### src/rtl/seek_controller.sv
`default_nettype none
// ============================================================================
// seek_controller : home/seek sequencer producing timed active-low step pulses
//                   and dir for the stepper driver. Optional macro:
//                   TR0_CHECK_EN (cross-check tr0 against cur_track in seeks).
// Revision: 1.0
// ============================================================================
module seek_controller #(
  parameter logic [15:0] STEP_LOW_CYCLES = 16'd600,
  parameter logic [15:0] STEP_GAP_CYCLES = 16'd3000,
  parameter logic [15:0] SETTLE_CYCLES   = 16'd15000,
  parameter logic [6:0]  MAX_TRACK       = 7'd79,
  parameter logic [6:0]  HOME_LIMIT      = 7'd90
) (
  input  logic       clk,
  input  logic       rst_n,
  input  logic       en,
  input  logic       cmd_valid,
  output logic       cmd_ready,
  input  logic       cmd_home,
  input  logic [6:0] cmd_track,
  input  logic       tr0,
  output logic       step_n,
  output logic       dir,
  output logic       busy,
  output logic       done,
  output logic       err,
  output logic [6:0] cur_track,
  output logic       track_valid
);

  typedef enum logic [3:0] {
    S_IDLE    = 4'd0,
    S_HOME    = 4'd1,
    S_DIR     = 4'd2,
    S_STEP_LO = 4'd3,
    S_STEP_HI = 4'd4,
    S_SETTLE  = 4'd5,
    S_DONE    = 4'd6,
    S_FAULT   = 4'd7
  } state_t;

  state_t      r_state;
  logic [15:0] r_cnt;
  logic [6:0]  r_home_cnt;
  logic [6:0]  r_target;
  logic        r_homing;
  logic        r_seek_pending;
  logic [1:0]  r_tr0_sync;
  logic        w_tr0;
  logic        w_tr0_bad;

  assign w_tr0     = r_tr0_sync[1];
  assign cmd_ready = (r_state == S_IDLE) && en;
  assign busy      = (r_state != S_IDLE);

  // Sensor is checked only once a step has fully completed, so sync lag never trips it.
`ifdef TR0_CHECK_EN
  assign w_tr0_bad = (cur_track == 7'd0) ? !w_tr0 : w_tr0;
`else
  assign w_tr0_bad = 1'b0;
`endif

  always_ff @(posedge clk or negedge rst_n) begin
    if (!rst_n) begin
      r_tr0_sync <= 2'b00;
    end else begin
      r_tr0_sync <= {r_tr0_sync[0], tr0};
    end
  end

  always_ff @(posedge clk or negedge rst_n) begin
    if (!rst_n) begin
      r_state        <= S_IDLE;
      r_cnt          <= 16'd0;
      r_home_cnt     <= 7'd0;
      r_target       <= 7'd0;
      r_homing       <= 1'b0;
      r_seek_pending <= 1'b0;
      step_n         <= 1'b1;
      dir            <= 1'b1;
      done           <= 1'b0;
      err            <= 1'b0;
      cur_track      <= 7'd0;
      track_valid    <= 1'b0;
    end else begin
      done <= 1'b0;
      err  <= 1'b0;
      if ((r_state != S_IDLE) && !en) begin
        // Aborted motion may have moved the head, so the position is forgotten.
        r_state     <= S_IDLE;
        step_n      <= 1'b1;
        track_valid <= 1'b0;
      end else begin
        case (r_state)
          S_IDLE: begin
            if (cmd_valid && en) begin
              r_target       <= cmd_track;
              r_home_cnt     <= 7'd0;
              r_seek_pending <= !cmd_home;
              if (!cmd_home && (cmd_track > MAX_TRACK)) begin
                err <= 1'b1;
              end else if (cmd_home || !track_valid) begin
                r_homing <= 1'b1;
                dir      <= 1'b1;
                r_state  <= S_HOME;
              end else if (cmd_track == cur_track) begin
                done    <= 1'b1;
                r_state <= S_DONE;
              end else begin
                r_homing <= 1'b0;
                dir      <= (cmd_track > cur_track) ? 1'b0 : 1'b1;
                r_state  <= S_DIR;
              end
            end
          end

          S_HOME: begin
            if (w_tr0) begin
              cur_track   <= 7'd0;
              track_valid <= 1'b1;
              r_homing    <= 1'b0;
              if (r_seek_pending && (r_target != 7'd0)) begin
                dir     <= 1'b0;
                r_state <= S_DIR;
              end else begin
                r_cnt   <= SETTLE_CYCLES - 16'd1;
                r_state <= S_SETTLE;
              end
            end else if (r_home_cnt == HOME_LIMIT) begin
              err         <= 1'b1;
              track_valid <= 1'b0;
              r_state     <= S_FAULT;
            end else begin
              dir     <= 1'b1;
              r_state <= S_DIR;
            end
          end

          S_DIR: begin
            step_n  <= 1'b0;
            r_cnt   <= STEP_LOW_CYCLES - 16'd1;
            r_state <= S_STEP_LO;
          end

          S_STEP_LO: begin
            if (r_cnt == 16'd0) begin
              step_n  <= 1'b1;
              r_cnt   <= STEP_GAP_CYCLES - 16'd1;
              r_state <= S_STEP_HI;
              if (r_homing) begin
                r_home_cnt <= r_home_cnt + 7'd1;
              end else if (!dir) begin
                if (cur_track < MAX_TRACK) cur_track <= cur_track + 7'd1;
              end else begin
                if (cur_track != 7'd0) cur_track <= cur_track - 7'd1;
              end
            end else begin
              r_cnt <= r_cnt - 16'd1;
            end
          end

          S_STEP_HI: begin
            if (r_cnt == 16'd0) begin
              if (r_homing) begin
                r_state <= S_HOME;
              end else if (w_tr0_bad) begin
                err         <= 1'b1;
                track_valid <= 1'b0;
                r_state     <= S_FAULT;
              end else if (cur_track == r_target) begin
                r_cnt   <= SETTLE_CYCLES - 16'd1;
                r_state <= S_SETTLE;
              end else begin
                step_n  <= 1'b0;
                r_cnt   <= STEP_LOW_CYCLES - 16'd1;
                r_state <= S_STEP_LO;
              end
            end else begin
              r_cnt <= r_cnt - 16'd1;
            end
          end

          S_SETTLE: begin
            if (r_cnt == 16'd0) begin
              done    <= 1'b1;
              r_state <= S_DONE;
            end else begin
              r_cnt <= r_cnt - 16'd1;
            end
          end

          S_DONE:  r_state <= S_IDLE;
          S_FAULT: r_state <= S_IDLE;
          default: r_state <= S_IDLE;
        endcase
      end
    end
  end

endmodule
`default_nettype wire

### config.mk
export PLATFORM = sky130hd
export DESIGN_NAME = seek_controller
export DESIGN_NICKNAME = d
export VERILOG_FILES = /design/src/rtl/seek_controller.sv
export SDC_FILE = /design/constraint.sdc
export NUM_CORES = 1
export LEC_CHECK = 0
export ABC_AREA = 1
export CAP_MARGIN = 15
export CORE_MARGIN = 2
export CORE_UTILIZATION = 59
export CTS_CLUSTER_SIZE = 8
export DETAILED_ROUTE_END_ITERATION = 12
export PLACE_DENSITY = 0.88
export REMOVE_ABC_BUFFERS = 1
export SETUP_SLACK_MARGIN = 0.2
export SYNTH_ARGS = -nofsm -noshare
export SYNTH_HDL_FRONTEND = slang
export SYNTH_SLANG_ARGS = --single-unit
### constraint.sdc
create_clock -name clk -period 2.1 [get_ports clk]
set_clock_uncertainty 0.1 [all_clocks]
set_input_delay 0.21 -clock clk [delete_from_list [all_inputs] [get_ports clk]]
set_output_delay 0.21 -clock clk [all_outputs]
set_load 0.1 [all_outputs]
# Word level (Yosys, flattened, before mapping)
# Cells that the tools add are included.
# classes
n_reduce_logical,30
n_mux,71
n_eq_ne,29
add_sub_neg,4
bitwise,1
magnitude_cmp,3
# op_table
op,count
2-to-1 mux 16 bit,6
case mux 16 bit (5 select lines),1
2-to-1 mux 7 bit,9
!= test 3 bit (second input constant),12
2-to-1 mux 1 bit,33
2-to-1 mux 4 bit,7
case mux 7 bit (2 select lines),2
case mux 4 bit (6 select lines),1
2-to-1 mux 3 bit,6
zero test 16 bit,1
subtractor 16 x 1 -> 16 bit (second input constant),1
AND reduction 5 bit,3
adder 7 x 1 -> 7 bit (second input constant),2
equality test 7 bit,2
2-to-1 mux 14 bit,1
!= test 2 bit (second input constant),7
AND reduction 7 bit,2
nonzero test 7 bit,2
AND reduction 6 bit,2
equality test 4 x 2 -> 1 bit (second input constant),2
equality test 4 x 3 -> 1 bit (second input constant),2
case mux 1 bit (2 select lines),4
nonzero test 2 bit,4
nonzero test 4 bit,2
18 further kinds,24
# totals
output_inout_bits,14
inputBits,13
word_cells,151
register_bits,50

# Depth between registers and ports, before layout
# Gate-level depths: netlist (run 1).
# depth
word_depth,7
depth_mapped,12
ltp_nobuf,12

# Worst setup path before layout (run 1)
# No wires, ideal clock.
# synth_timing
kind,reg2out
start,register r_state[0]
end,output port cmd_ready
arrival_ns,2.360
path_stages_with_launch,4
slack_ns,-0.570
path_buffers,0
cell_sequence,dfrtp_1 -> nor2_2 -> nand2_2 -> nor2_1
# synth_via
elab_chain_cells,2
# synth_lines
item,line_no,text
from (decl),43,state_t r_state;
from (signal assigned),74,r_state <= S_IDLE;
from (signal assigned),91,r_state <= S_IDLE;
from (signal assigned),106,r_state <= S_HOME;
zero test 4 bit,54,assign cmd_ready = (r_state == S_IDLE) && en;
logical AND 1 bit,54,
to (decl),19,"output logic cmd_ready,"
# Every way passes these cells.

# Worst setup path in the final report (run 1)
# layout_timing
start,register r_cnt[10]
end,register r_cnt[10]
# layout_via
elab_chain_cells,3
word_cells_on_any_way,9
# layout_lines
item,line_no,text
from (decl),44,logic [15:0] r_cnt;
from (signal assigned),127,r_cnt <= SETTLE_CYCLES - 16'd1;
from (signal assigned),142,r_cnt <= STEP_LOW_CYCLES - 16'd1;
from (signal assigned),149,r_cnt <= STEP_GAP_CYCLES - 16'd1;
subtractor 16 x 1 -> 16 bit / zero test 16 bit (equally long branches),--,
"2-to-1 mux 16 bit, or another cell as far along",185,if (r_cnt == 16'd0) begin
case mux 16 bit (5 select lines) / AND reduction 6 bit (equally long branches),--,
# Several ways; a longest one is shown, not always the timed one. The select of a mux whose other input is x is not followed.
# A chain may end at the register's enable or synchronous reset.

==> qor.csv, run 1 <==
metric,value,unit
critPathBufInv,1,
drt-initial-drc-count,614,
place_ws,11.62,ps
gp_congestion,0.9765,
clk_latency,310,ps
arrival,2060,ps
die_x,80.96,um
clockPowerShare,0.099,
fin_ws,135.9,ps
power.share.combinational,0.677,
yosysWarnings,0,
critical-path-top-delay-family,simple AND/OR/NAND/NOR gates,
end_kind,flop,
cp_max_fo,7,
grt_pass1_vias,3463,
ys_ff_latch,49,
routed-via-count,4124,
tightest_slew,777.6,ps
final_cells,670,
synth_cells,528,
synth.top_cell.area_share,0.3366,
cts_tree,built,
die-area,6555,sq um
crit_chain,nor2_4 > nand2_1 > nor2_4 > nand2_2 > nor2_4 > o21ai_4 > nand2_4 > clkinv_2 > nand2_1 > o21ai_1,
clockRootBuffer,clkbuf_8,
via_per_inst,6.155,
critPathRequiredTime,2190,ps
cpMaxStageDelayCell,dfrtp_1,
p_sw_frac,0.5355,
timing.fmax,509.1,MHz
clock-sinks,49,
grt_usage,0.3038,
slowest_delay,470,ps
synth.avg_cell_area,6.619,sq um
ant_nets,0,
power_frac_seq,0.224,
critPathKind,reg2reg,
remaining_drc_errors,0,
ir_drop,1505,uV
ys_types,32,
cts_htree_levels,2,
max-slew-margin-rel,0.4816,
finalWirelength,11.53,mm
synth_commonest_cells,"nand2_1, nor2_1, inv_1, dfrtp_1, nand3_1",
run_status,"finished, final reports clean",
port_buffers,26,
fin_crit_sh,0.9353,
numCtsBuffers,5,
clockBufferDepth,2,
min_period,1964,ps
post-synth-top-count-cell,nand2_1,
synth_top_flop_cell,dfrtp_1,
power.leakage,2.338,nW
finalSetupViolCount,0,
insertedDiodeCount,0,
slew_violations,0,
startpoint_type,flop,
synth_edf_count,0,
syn_area,3495,sq um
drive_gt1_frac,0.2336,
antenna_found_initial,0,
synthArstFlopShare,1.000,
synth-seq-area-share,0.3516,
die_h,80.96,um
dpl.cell_count,638,
cp_common_cell,nor2_4,
drv_cap,0,
initial_core_util,0.6009,
intPower,3.402,mW
synthTopCellsByArea,"dfrtp_1, nand2_1, nor2_1",
grt-ovfl-total,0,
min_path_type,in2reg,
p_sw,3.921,mW
finalHoldViolations,0,
grt_max_degree,35,
grt_pass1_wl,15.55,mm
first_pass_iters,6,
row_count,28,
hpwl,6.845,mm
yosysTopAreaCell,dfrtp_1,
syn2layout_area_growth,30.68,%
power_density,1604,nW/um^2
rsz0062_at_grt,true,
path_clk_slew,90,ps
fin_tns_setup,0,ps
core,5816,sq um
post_drt_wl_per_cell,17.20,um
finalNetCount,623,
io_pins,27,
==> flip-flops by register name (all words and copies together) (netlist names) <==
name,count
step_n,1
r_seek_pending,1
r_home_cnt,7
cur_track,7
r_tr0_sync,2
err,1
r_state,3
r_target,7
dir,1
track_valid,1
r_homing,1
r_cnt,16
done,1
==> cell type report <==
type,count,area [sq um]
Clock inverter,1,30.03
Fill cell,357,1249
Timing Repair inverter,1,5.005
Clock buffer,7,86.33
Tap cell,75,93.84
Inverter,68,262.8
Sequential cell,49,1240
Timing Repair Buffer,64,590.6
Multi-Input combinational cell,405,2258
==> stage by stage <==
step / total power, mW / instance area, sq um / util / hold WS, ps
2_1_floorplan: 4.316 / 3462 / - / -185.6
3_3_place_gp: 5.296 / 3926 / 0.6751 / 233.3
3_5_place_dp: 5.406 / 3926 / 0.6751 / 234.2
4_1_cts: 6.266 / 4129 / 0.7100 / 243.9
5_1_grt: 7.669 / 4567 / 0.7853 / 243.7
6_report: 7.324 / 4567 / 0.7853 / 234.0
==> worst paths after layout <==
| check | start | endpoint | slack, ps | depth (start not counted) |
|---|---|---|---|---|
| worst max-delay path | r_cnt[10]$_DFFE_PN0P_ | r_cnt[10]$_DFFE_PN0P_ | 140 | 10 |
| worst min-delay path | tr0 | r_tr0_sync[0]$_DFF_PN0_ | 230 | 1 |
| worst max register to register | r_cnt[10]$_DFFE_PN0P_ | r_cnt[10]$_DFFE_PN0P_ | 140 | 10 |
| worst min register to register | r_tr0_sync[0]$_DFF_PN0_ | r_tr0_sync[1]$_DFF_PN0_ | 280 | 0 |
| max in group asynchronous | rst_n | r_cnt[11]$_DFFE_PN0P_ | 850 | 3 |
| min in group asynchronous | rst_n | r_target[1]$_DFFE_PN0P_ | 410 | 2 |
==> power groups by stage <==
| stage | sequential, mW | combinational (mW) | clock (mW) |
|---|---|---|---|
| CTS | 1.59 | 3.96 | 0.714 |
| detailed placement | 1.60 | 3.81 | 0 |
| floorplan | 2.05 | 2.26 | 0 |
| global route | 1.67 | 5.26 | 0.748 |
| global placement | 1.58 | 3.71 | 0 |
| finish | 1.64 | 4.96 | 0.724 |
==> worst reg2reg max path: cells and delay by family (launching register included) <==
family / cells / cell delay [ps]
and+or+nand+nor: 7 / 960
buffers and inverters: 1 / 150
AOI/OAI and AO/OA: 2 / 180
DFF: 1 / 470
==> cell families after synthesis <==
family,share of synthesized area
compound gates,0.08879
flops,0.3516
buf+inv,0.08235
xor+xnor,0.04511
fa+ha+maj,0.05943
simple gates,0.3727
==> metal layers <==
layer,vias up,global-route usage,part of all wire
met2,335,0.4934,0.46
met1,1884,0.4184,0.38
met4,0,0.09831,0.054
met3,87,0.04444,0.10
li1,1818,-,-
met5,-,0,0
==> what timing repair did <==
item / in CTS / in global routing
pin swaps: 3 / 19
gates resized for setup: 14 / 77
setup endpoints to repair: 31 / 38
setup buffers: 3 / 18
hold buffers: 1 / 0
gates cloned: 0 / 2
hold endpoints to repair: 30 / 0
==> placed cells by master (no fill, tap or decap), types with 4 or more instances in the layout <==
cell and n:
buf_12 4, inv_2 11, nand3_1 45, ha_1 10, clkbuf_8 6, nor2_4 9, xnor2_1 7, a21oi_1 16
buf_4 43, xor2_1 11, nor3_1 4, o21ai_0 18, nand2_2 10, dfrtp_2 9, nor2_2 12, ha_4 5
nor2_1 58, nand2_4 8, o21ai_1 8, nand2_1 152, a21oi_2 5, inv_1 55, dfrtp_1 38, nand4_1 9
clkdlybuf4s50_1 11
(Power assumes the default switching activity.)
==> run 2, diff against run 1 <==
Settings changed: CELL_PAD_IN_SITES_DETAIL_PLACEMENT from default to 0, CELL_PAD_IN_SITES_GLOBAL_PLACEMENT from default to 1, CORE_UTILIZATION 59 to 42.
==> run 2 against run 1 <==
- non-clock buffer count grew 5
- first-iteration DRC count shrank 73%
- combinational power shrank 5.8%
- flip-flop and latch count is the same
- count of clock-buffer cells in the layout is the same
- power shrank 4.1%
- sequential share of layout area is essentially flat
- register-to-register slack gained 90 ps
- critical path depth grew 1
==> qor.csv, run 2 (synthesis results as in run 1) <==
metric,value,unit,change
min_path_type,in2reg,,
crit_chain,inv_2 > ha_4 > nand2_2 > nor2_2 > nand2_2 > nor2_4 > o21ai_4 > nand2_4 > buf_6 > nor2_1 > a21oi_1,,
ant_nets,0,,unchanged
timing.fmax,532.9,MHz,+4.7%
largest_reg_flops,16,,unchanged
fin_tns_setup,0,ps,unchanged
critPathKind,reg2reg,,
grt_usage,0.2195,,-0.08425
numCtsBuffers,5,,unchanged
cpMaxStageDelayCell,dfrtp_1,,
power_density,1536,nW/um^2,-4.2%
rrSetupSlack,220,ps,+90 ps
tightest_slew,676.2,ps,-101.4 ps
die_h,95.22,um,+18%
ir_drop,1597,uV,+6.1%
drv_cap,0,,unchanged
die_x,95.22,um,+18%
max-slew-margin-rel,0.5492,,+0.06763
end_kind,flop,,
final_cell_mix,"nand2_1, nor2_1, inv_1",,
startpoint_type,flop,,
grt_pass1_wl,15.50,mm,-0.35%
clk_latency,310,ps,about the same
remaining_drc_errors,0,,unchanged
path_clk_slew,100,ps,about the same
drt-initial-drc-count,168,,-73%
via_per_inst,5.074,,-18%
critPathRequiredTime,2240,ps,+50 ps
final_area,4573,sq um,+0.14%
min_period,1876,ps,-87.63 ps
insertedDiodeCount,0,,unchanged
slowest_delay,420,ps,-50 ps
layout_commonest_cell,nand2_1,,
place_area,4059,sq um,+3.4%
clockBufferDepth,2,,unchanged
cts_htree_levels,2,,unchanged
hpwl,7.177,mm,+4.8%
grt-ovfl-total,0,,unchanged
cts_tree,built,,
post_drt_wl_per_cell,13.97,um,-19%
clockRootBuffer,clkbuf_8,,
arrival,2010,ps,-50 ps
finalHoldViolations,0,,unchanged
die-area,9066,sq um,+38%
run_status,"finished, final reports clean",,
antenna_found_initial,0,,unchanged
core,8134,sq um,+40%
cp_max_fo,6,,-1
cp_common_cell,nand2_2,,
regMostFlops,r_cnt,,
finalWirelength,9.852,mm,-15%
fin_ws,223.6,ps,+87.64 ps
syn2layout_area_growth,30.86,%,
power.leakage,2.327,nW,-0.50%
io_pins,27,,unchanged
routed-via-count,3577,,-13%
clock-sinks,49,,unchanged
drive_gt1_frac,0.2317,,-0.001947
finalSetupViolCount,0,,unchanged
port_buffers,26,,unchanged
finalNetCount,628,,+0.80%
row_count,33,,+18%
power,7.026,mW,-4.1%
rsz0062_at_grt,true,,
final_core_util,0.5622,,-0.2231
fin_crit_sh,0.8935,,-0.04173
first_pass_iters,4,,-2
grt_pass1_vias,3316,,-4.2%
gp_congestion,0.9131,,-6.5%
initial_core_util,0.4296,,-0.1713
place_ws,71.57,ps,+59.94 ps
slew_violations,0,,unchanged
grt_max_degree,50,,+43%
[run 2: power by group]
group          total [mW]  switching (mW)  internal, mW  leakage, nW
Combinational        4.67            2.95          1.72         1.66
Clock               0.728           0.339         0.389       0.0585
Sequential           1.63           0.370          1.26        0.611
[run 2: area by class of cell]
cell class                      count  area [sq um]
Multi-Input combinational cell    405          2215
Inverter                           68         260.3
Tap cell                          105         131.4
Clock buffer                        7         86.33
Clock inverter                      1         30.03
Timing Repair Buffer               69         604.3
Timing Repair inverter              1         6.256
Sequential cell                    49          1240
Fill cell                         759          3561
[run 2: stage by stage]
stage	hold slack (ps)	std cells
6_report	233.3	705
2_1_floorplan	-185.6	522
4_1_cts	227.2	694
5_1_grt	237.3	705
3_5_place_dp	246.4	679
3_3_place_gp	240.6	679
[run 2: layer usage]
layer,GRT usage,routed length (um),up-vias
li1,-,-,1818
met1,0.2743,4475,1677
met2,0.3967,4865,65
met3,0.02609,331,17
met4,0.06159,179,0
met5,0,0,-
[run 2: final timing paths]
path | startpoint | endpoint | cells after the start
setup / recovery | r_cnt[0]$_DFFE_PN0P_ | r_cnt[11]$_DFFE_PN0P_ | 11
hold / removal | tr0 | r_tr0_sync[0]$_DFF_PN0_ | 1
setup reg to reg | r_cnt[0]$_DFFE_PN0P_ | r_cnt[11]$_DFFE_PN0P_ | 11
hold reg to reg | r_tr0_sync[0]$_DFF_PN0_ | r_tr0_sync[1]$_DFF_PN0_ | 0
max in group asynchronous | rst_n | cur_track[1]$_DFFE_PN0P_ | 3
min in group asynchronous | rst_n | r_home_cnt[2]$_DFFE_PN0P_ | 3
[run 2: timing repair]
item | in CTS | in global routing
resized for setup | 20 | 56
endpoints found under the setup margin | 25 | 36
hold buffers | 1 | 0
pin swaps | 4 | 8
cloned | 1 | 1
setup buffers | 5 | 10
hold endpoints to repair | 47 | 0
[run 2: critical path: cells and delay by family (launching register included)]
kind,cells,cell delay (ps)
buffers and inverters,2,250
AND/OR/NAND/NOR,6,640
flip-flops,1,420
adder cells (fa/ha/maj),1,140
AO/OA/AOI/OAI,2,230
